===== config.mk =====
export PLATFORM = sky130hd
export DESIGN_NAME = instruction_fetch_unit
export DESIGN_NICKNAME = d
export VERILOG_FILES = /design/src/rtl/instruction_fetch_unit.sv
export SDC_FILE = /design/constraint.sdc
export NUM_CORES = 1
export LEC_CHECK = 0
export ABC_AREA = 1
export CORE_MARGIN = 2
export CORE_UTILIZATION = 58
export CTS_BUF_LIST = sky130_fd_sc_hd__clkbuf_4
export CTS_CLUSTER_SIZE = 40
export DETAILED_ROUTE_END_ITERATION = 8
export PLACE_DENSITY = 0.95
export SETUP_SLACK_MARGIN = 0.2
export SLEW_MARGIN = 20
export SYNTH_ARGS = -nofsm -noshare
export SYNTH_HDL_FRONTEND = slang
export SYNTH_SLANG_ARGS = --single-unit

===== constraint.sdc =====
create_clock -name clk -period 5.7 [get_ports clk]
set_input_delay 1.14 -clock clk [delete_from_list [all_inputs] [get_ports clk]]
set_output_delay 1.14 -clock clk [all_outputs]
set_load 0.03 [all_outputs]

===== src/rtl/instruction_fetch_unit.sv =====
// Instruction fetch unit: owns the fetch PC, reads a combinational instruction ROM and
// buffers {pc, instr} in a small FIFO that feeds decode over a valid/ready handshake.
module instruction_fetch_unit #(
    parameter int          ADDR_WIDTH = 8,
    parameter logic [31:0] RESET_PC   = 32'h0,
    parameter int          FIFO_DEPTH = 2
) (
    input  logic                  clk,
    input  logic                  rst,
    output logic [ADDR_WIDTH-1:0] imem_addr,
    input  logic [31:0]           imem_rdata,
    input  logic                  redirect_valid,
    input  logic [31:0]           redirect_pc,
    output logic                  out_valid,
    input  logic                  out_ready,
    output logic [31:0]           out_instr,
    output logic [31:0]           out_pc,
    output logic                  misalign_fault
);

    localparam int PTR_W = (FIFO_DEPTH > 1) ? $clog2(FIFO_DEPTH) : 1;
    localparam int CNT_W = PTR_W + 1;
    localparam logic [CNT_W-1:0] FULL_CNT = CNT_W'(FIFO_DEPTH);
    localparam logic [31:0]      NOP      = 32'h0000_0013;

    logic [31:0]      fetch_pc_q, fetch_pc_d;
    logic             fault_q, fault_d;
    logic [PTR_W-1:0] rd_ptr_q, rd_ptr_d;
    logic [PTR_W-1:0] wr_ptr_q, wr_ptr_d;
    logic [CNT_W-1:0] count_q, count_d;

    logic [31:0] pc_mem    [FIFO_DEPTH];
    logic [31:0] instr_mem [FIFO_DEPTH];

    logic full;
    logic pop;
    logic push;
    logic take_redirect;

    assign imem_addr      = fetch_pc_q[ADDR_WIDTH-1:0];
    assign misalign_fault = fault_q;

    // Outputs depend only on registered FIFO state, never on out_ready.
    assign out_valid = (count_q != '0);
    assign out_instr = out_valid ? instr_mem[rd_ptr_q] : NOP;
    assign out_pc    = out_valid ? pc_mem[rd_ptr_q]    : 32'h0;

    assign full          = (count_q == FULL_CNT);
    assign pop           = out_valid & out_ready;
    assign push          = !redirect_valid & !fault_q & (!full | pop);
    assign take_redirect = redirect_valid & !fault_q;

    always_comb begin
        // NOTE: every next-state signal gets a default first so no path can infer a latch.
        fetch_pc_d = fetch_pc_q;
        fault_d    = fault_q;
        rd_ptr_d   = rd_ptr_q;
        wr_ptr_d   = wr_ptr_q;
        count_d    = count_q;

        if (take_redirect) begin
            // Flush wins over any simultaneous pop; a misaligned target freezes fetch.
            rd_ptr_d = '0;
            wr_ptr_d = '0;
            count_d  = '0;
            if (redirect_pc[1:0] != 2'b00) begin
                fault_d = 1'b1;
            end else begin
                fetch_pc_d = redirect_pc;
            end
        end else begin
            if (pop) begin
                rd_ptr_d = rd_ptr_q + PTR_W'(1);
            end
            if (push) begin
                wr_ptr_d   = wr_ptr_q + PTR_W'(1);
                fetch_pc_d = fetch_pc_q + 32'd4;
            end
            case ({push, pop})
                2'b10:   count_d = count_q + CNT_W'(1);
                2'b01:   count_d = count_q - CNT_W'(1);
                default: count_d = count_q;
            endcase
        end
    end

    // NOTE: sequential state uses non-blocking assignments so all registers update together.
    always_ff @(posedge clk or posedge rst) begin
        if (rst) begin
            fetch_pc_q <= RESET_PC;
            fault_q    <= 1'b0;
            rd_ptr_q   <= '0;
            wr_ptr_q   <= '0;
            count_q    <= '0;
        end else begin
            fetch_pc_q <= fetch_pc_d;
            fault_q    <= fault_d;
            rd_ptr_q   <= rd_ptr_d;
            wr_ptr_q   <= wr_ptr_d;
            count_q    <= count_d;
        end
    end

    // NOTE: FIFO storage is not reset; count_q gates every read, so stale contents never escape.
    always_ff @(posedge clk) begin
        if (push) begin
            pc_mem[wr_ptr_q]    <= fetch_pc_q;
            instr_mem[wr_ptr_q] <= imem_rdata;
        end
    end

endmodule


* Word level (Yosys, flattened, before mapping)
Memories as Yosys holds them, arrays and structs flattened.
Cells that the tools add are included.
** Storage, ports and cells
- Memory bits (writable) :: 128
- Output and inout port bits :: 74
- Bits of input ports :: 68
- Register bits after elaboration :: 37
- Bits in read-only memories :: 0
- Latch bits :: 0
- Memories :: 2
- Logic and storage cells :: 44
** Operators by class
- Reductions and logical operators :: 10
- Multipliers :: 0
- Eq/ne operators :: 4
- Div/mod/pow operators :: 0
- Magnitude comparators :: 0
- Shifts and indexed selects :: 0
- Add/sub/neg operators :: 5
- Bitwise gates (word level) :: 5
- Muxes and demuxes :: 13
** Memory list
- instr_mem :: words 2, width 32, read ports 1, clocked after memory_dff 0, wr ports 1, line 33 : logic [31:0] instr_mem [FIFO_DEPTH];
- pc_mem :: words 2, width 32, read ports 1, clocked after memory_dff 0, wr ports 1, line 32 : logic [31:0] pc_mem [FIFO_DEPTH];
** Operator list (number)
- 32-bit 2-to-1 mux :: 5
- 32-bit by 3-bit adder with 32-bit output (second input constant) :: 1
- 2-bit nonzero test :: 4
- 1-bit 2-to-1 mux :: 6
- 1-bit AND :: 4
- 2-bit equality test (second input constant) :: 2
- 2-bit one-hot mux with 2 select lines :: 1
- 2-bit AND reduction :: 2
- 1-bit logical NOT :: 3
- 3-bit nonzero test :: 1
- 1-bit adder (second input constant) :: 2
- 2-bit by 1-bit adder with 2-bit output (second input constant) :: 1
- 2-bit by 1-bit equality test with 1-bit output (second input constant) :: 1
- 2-bit 2-to-1 mux :: 1
- 2-bit inequality test (second input constant) :: 1
- 2-bit by 1-bit subtractor with 2-bit output (second input constant) :: 1
- 1-bit bitwise OR :: 1

* Logic depth before layout (Yosys ltp)
- Depth after elaboration :: 7
- Mapped depth :: 11
- Mapped depth without buffers :: 11

* Worst setup path before layout
Ideal clock, no wire load.
- Path kind :: in2reg
- Start :: input port redirect_valid
- End :: memory instr_mem[0][0], enable pin
- Arrival :: 4.108 ns
- Buffers on the path :: 0
- Stages :: 3
- Setup time :: 0.488 ns
- Required time :: 5.212 ns
- Slack :: 1.104 ns
- Path through :: nor2_1 -> o21ai_2 -> nor2_1
** Between the ends
- Word-level cells in the longest chain between the ends :: 5
** Ends and longest elaborated chain
- start, declared :: line 12 : input logic redirect_valid,
- 1-bit logical NOT :: line 50 : assign push = !redirect_valid & !fault_q & (!full | pop);
- 1-bit AND (2 in a row) :: line 50
- 1-bit 2-to-1 mux :: line 106 : if (push) begin
- 1-bit 2-to-1 mux (not written as such) :: line 108 : instr_mem[wr_ptr_q] <= imem_rdata;
- end, declared :: line 33
No other way between the ends.

* Final worst setup path
- Start :: register rd_ptr_q
- End :: output port out_instr[19]
** Between the ends
- Word-level cells in the longest chain between the ends :: 2
** Ends and longest elaborated chain
- start, declared :: line 28 : logic [PTR_W-1:0] rd_ptr_q, rd_ptr_d;
- start signal, assigned :: line 98 : rd_ptr_q <= rd_ptr_d;
- memory read 2 x 32 bit
- 32-bit 2-to-1 mux :: line 45 : assign out_instr = out_valid ? instr_mem[rd_ptr_q] : NOP;
- end, declared :: line 16 : output logic [31:0] out_instr,
No other way between the ends.

==> impl_results.html <==
<table>
<tr><th>Metric</th><th>Value</th></tr>
<tr><th colspan="2">Placed design</th></tr>
<tr><td>Final HPWL from detailed placement</td><td>between 10 and 15 mm</td></tr>
<tr><td>Post-placement cell count</td><td>1077</td></tr>
<tr><td>Port buffer count</td><td>141</td></tr>
<tr><td>Global placer's final weighted congestion</td><td>roughly 0.83</td></tr>
<tr><td>DP Area</td><td>0.00897 mm2</td></tr>
<tr><th colspan="2">Global routing</th></tr>
<tr><td>Met1 Usage GRT</td><td>33.1%</td></tr>
<tr><td>Met2 Track Usage GR</td><td>a little over two fifths</td></tr>
<tr><td>Total track usage</td><td>approximately a quarter</td></tr>
<tr><td>Initial antenna violation count</td><td>0</td></tr>
<tr><td>Vias in the first global route</td><td>around 5700</td></tr>
<tr><td>Wire length of the first global-routing pass</td><td>~28 mm</td></tr>
<tr><td>Met3 track demand over resource</td><td>roughly 4.7%</td></tr>
<tr><td>Largest net degree at the start of global routing</td><td>67</td></tr>
<tr><td>Overflow after GRT</td><td>0</td></tr>
<tr><td>Highest-utilization routing layer at the global route stage</td><td>met2</td></tr>
<tr><th colspan="2">Route</th></tr>
<tr><td>Final routed wirelength across all metal layers</td><td>17.4 mm</td></tr>
<tr><td>First DRT Iteration DRCs</td><td>726</td></tr>
<tr><td>Vias</td><td>5981</td></tr>
<tr><td>DR WL/cell</td><td>about 16 um</td></tr>
<tr><td># DRC</td><td>0</td></tr>
<tr><td>Number of nets still failing antenna checks after routing</td><td>0</td></tr>
<tr><td>DRT Pass-1 Iters</td><td>6</td></tr>
<tr><td>Via density</td><td>5.39</td></tr>
<tr><th colspan="2">Synthesis</th></tr>
<tr><td>Synth Flop Type</td><td>edfxtp_1</td></tr>
<tr><td>Synthesized area</td><td>between 0.007 and 0.008 mm2</td></tr>
<tr><td>Syn_area_per_cell</td><td>between 9 and 10 um2</td></tr>
<tr><td>Synth Instances</td><td>798</td></tr>
<tr><td>Total nets after synthesis</td><td>867</td></tr>
<tr><td>Share of async-settable or async-resettable flops after synthesis</td><td>22.4%</td></tr>
<tr><td>Seq/Total Area, Yosys</td><td>63.7%</td></tr>
<tr><td>Seq cells post-synth</td><td>165</td></tr>
<tr><td>Number of enable flip-flop cells after synthesis</td><td>roughly 130</td></tr>
<tr><td>Synth cell types</td><td>30</td></tr>
<tr><td>Total number of yosys warnings</td><td>0</td></tr>
<tr><th colspan="2">Timing</th></tr>
<tr><td>RSZ-0062 raised after global routing</td><td>no</td></tr>
<tr><td>Rel. slew slack</td><td>37.5%</td></tr>
<tr><td>Sum Neg Setup Slack</td><td>0 ns</td></tr>
<tr><td>Time the worst path needs with I/O delays and setup</td><td>3.86 ns</td></tr>
<tr><td>F_max</td><td>259 MHz</td></tr>
<tr><td>Worst setup skew after layout</td><td>~0.023 ns</td></tr>
<tr><td>Final-report setup violation count</td><td>0</td></tr>
<tr><td>Tcrit/Tclk final</td><td>67.6%</td></tr>
<tr><td>Hold_ws</td><td>roughly 0.5 ns</td></tr>
<tr><td>Hold Fails Final Rpt</td><td>0</td></tr>
<tr><td>Slew at the pin closest to its max-slew limit</td><td>~0.94 ns</td></tr>
<tr><td>Number of max-slew violations in the final report</td><td>0</td></tr>
<tr><th colspan="2">Layout</th></tr>
<tr><td>Share of post-route cells with drive strength above 1</td><td>6.40%</td></tr>
<tr><td>Nets</td><td>approximately 990</td></tr>
<tr><td>Layout overhead on the synthesized area</td><td>23.7%</td></tr>
<tr><td>Cell area after layout</td><td>0.00926 mm2</td></tr>
<tr><td>Final instance count without filler cells</td><td>between 1000 and 1500</td></tr>
<tr><td>Antenna diode count</td><td>0</td></tr>
<tr><td>Commonest non-fill, non-tap cell in the layout</td><td>nand2_1</td></tr>
<tr><td>Commonest cells after routing, fill and taps aside</td><td>nand2_1 (283), clkdlybuf4s50_1 (141), edfxtp_1 (128)</td></tr>
<tr><td>Utilization of the core after routing</td><td>roughly three quarters</td></tr>
<tr><th colspan="2">Die</th></tr>
<tr><td>Core area</td><td>between 0.01 and 0.015 mm2</td></tr>
<tr><td>Height of the die</td><td>118 um</td></tr>
<tr><td>Placement row count</td><td>between 40 and 50</td></tr>
<tr><td>Io pins</td><td>142</td></tr>
<tr><td>Width of the die</td><td>about 120 um</td></tr>
<tr><td>Initial core utilization</td><td>between 50% and 60%</td></tr>
<tr><td>Die Outline Area</td><td>between 0.01 and 0.015 mm2</td></tr>
<tr><th colspan="2">CTS</th></tr>
<tr><td># resized after CTS</td><td>0</td></tr>
<tr><td>Clock buffer count from CTS</td><td>17</td></tr>
<tr><td>Maximum buffer depth of the clock tree</td><td>2</td></tr>
<tr><td>Hold buffers post-CTS</td><td>0</td></tr>
<tr><td>Setup fix buffers added after clock tree synthesis</td><td>0</td></tr>
<tr><td>CTS tree</td><td>built</td></tr>
<tr><td>Total number of H-tree levels</td><td>4</td></tr>
<tr><td>Number of sinks on the clock net</td><td>between 150 and 200</td></tr>
<tr><td>Clock latency on the worst-skew pair</td><td>~0.55 ns</td></tr>
<tr><td>Clock slew at reported path FFs</td><td>0.13 ns</td></tr>
<tr><td>CTS root buf</td><td>clkbuf_4</td></tr>
<tr><th colspan="2">Status</th></tr>
<tr><td>Outcome</td><td>finished, final reports clean</td></tr>
<tr><th colspan="2">Pwr</th></tr>
<tr><td>Power Density</td><td>384 mW/mm2</td></tr>
<tr><td>Leakage power</td><td>0.00365 uW</td></tr>
<tr><td>Worst vdd rail ir drop</td><td>~0.19 mV</td></tr>
<tr><th colspan="2">Setup path</th></tr>
<tr><td>Start-to-end type of the worst setup path</td><td>flip-flop to output pin</td></tr>
<tr><td>CP startpoint kind</td><td>flip-flop</td></tr>
<tr><td>Required time at the worst-slack endpoint</td><td>4.56 ns</td></tr>
<tr><td>Worst Path Max Fanout</td><td>between 60 and 70</td></tr>
<tr><td>Signal arrival time at the worst endpoint</td><td>about 2.7 ns</td></tr>
<tr><td>Crit end category</td><td>output pin</td></tr>
<tr><th colspan="2">Job</th></tr>
<tr><td>Number of maximum-capacitance violations</td><td>0</td></tr>
<tr><th colspan="2">Worst hold path</th></tr>
<tr><td>Worst min-delay path category</td><td>flip-flop to flip-flop</td></tr>
</table>
==> per-layer routing <==
metal	vias up	wire [um]
met1	2766	6930
met2	296	8620
met5	-	0
met3	42	1410
met4	0	396
li1	2877	-
==> power breakdown <==
| part | total [uW] | leakage [uW] | switching [uW] | internal (uW) |
|---|---|---|---|---|
| Combinational | 1520 | 0.00192 | 968 | 557 |
| Sequential | 1350 | 0.00159 | 35.3 | 1310 |
| Clock | 678 | 0.000146 | 396 | 282 |
==> worst max-delay path: stages, from the launching register on <==
cell and delay, ns:
dfrtp_2 0.42, clkinv_2 0.71, nand2_1 0.28, a21oi_1 0.10, clkdlybuf4s50_1 0.64
==> cell usage after synthesis, types with 2 or more instances <==
library cell	count	area [um2]
edfxtp_1	128	3840
nand2_2	2	12.5
inv_1	45	169
xnor2_1	2	17.5
clkbuf_1	21	78.8
a21boi_0	2	15.0
dfrtp_1	37	926
nand2_1	283	1060
o31ai_2	2	25.0
a21oi_1	67	335
nand3_1	43	215
inv_2	3	11.3
xor2_1	3	26.3
nor2_1	96	360
nor2_2	4	25.0
buf_4	10	75.1
buf_2	6	30.0
o21ai_0	22	110
or2_2	5	31.3
o21ai_1	6	30.0
buf_6	2	22.5
==> metrics by stage <==
step           power, uW  setup slack (ns)
3_3_place_gp        2880              2.09
2_1_floorplan       2280              1.10
6_report            3550              1.84
3_5_place_dp        2900              2.02
5_1_grt             3700              1.65
4_1_cts             3560              1.60
==> cells by family after synthesis <==
group	count (synthesis)	synth area share [%]
simple gates	437	23.2
flops	165	63.7
compound gates	101	7.10
buf+inv	89	5.26
xor+xnor	5	0.585
fa+ha+maj	1	0.167
==> final timing paths <==
kind | startpoint | to | slack [ns] | depth (start not counted)
worst max-delay path | rd_ptr_q | out_instr[19] | 1.84 | 4
worst min register to register | fetch_pc_q[0] | pc_mem[1][0] | 0.51 | 0
max in group asynchronous | rst | rd_ptr_q | 4.31 | 3
min in group asynchronous | rst | fetch_pc_q[31] | 1.01 | 3
worst min-delay path | fetch_pc_q[0] | pc_mem[1][0] | 0.51 | 0
worst max register to register | misalign_fault | fetch_pc_q[21] | 3.10 | 10
==> sequential cells by signal (all words and copies together) (netlist names) <==
register        cells
instr_mem          64
pc_mem             64
fetch_pc_q         32
count_q             2
misalign_fault      1
rd_ptr_q            1
wr_ptr_q            1
==> layout make-up <==
cell class | instances | area (um2)
Clock inverter | 11 | 130
Clock buffer | 21 | 158
Fill cell | 869 | 3360
Tap cell | 172 | 215
Sequential cell | 165 | 4770
Multi-Input combinational cell | 544 | 2340
Inverter | 49 | 185
Timing Repair Buffer | 147 | 1460
Note: power is estimated with default switching activity, not from simulation.
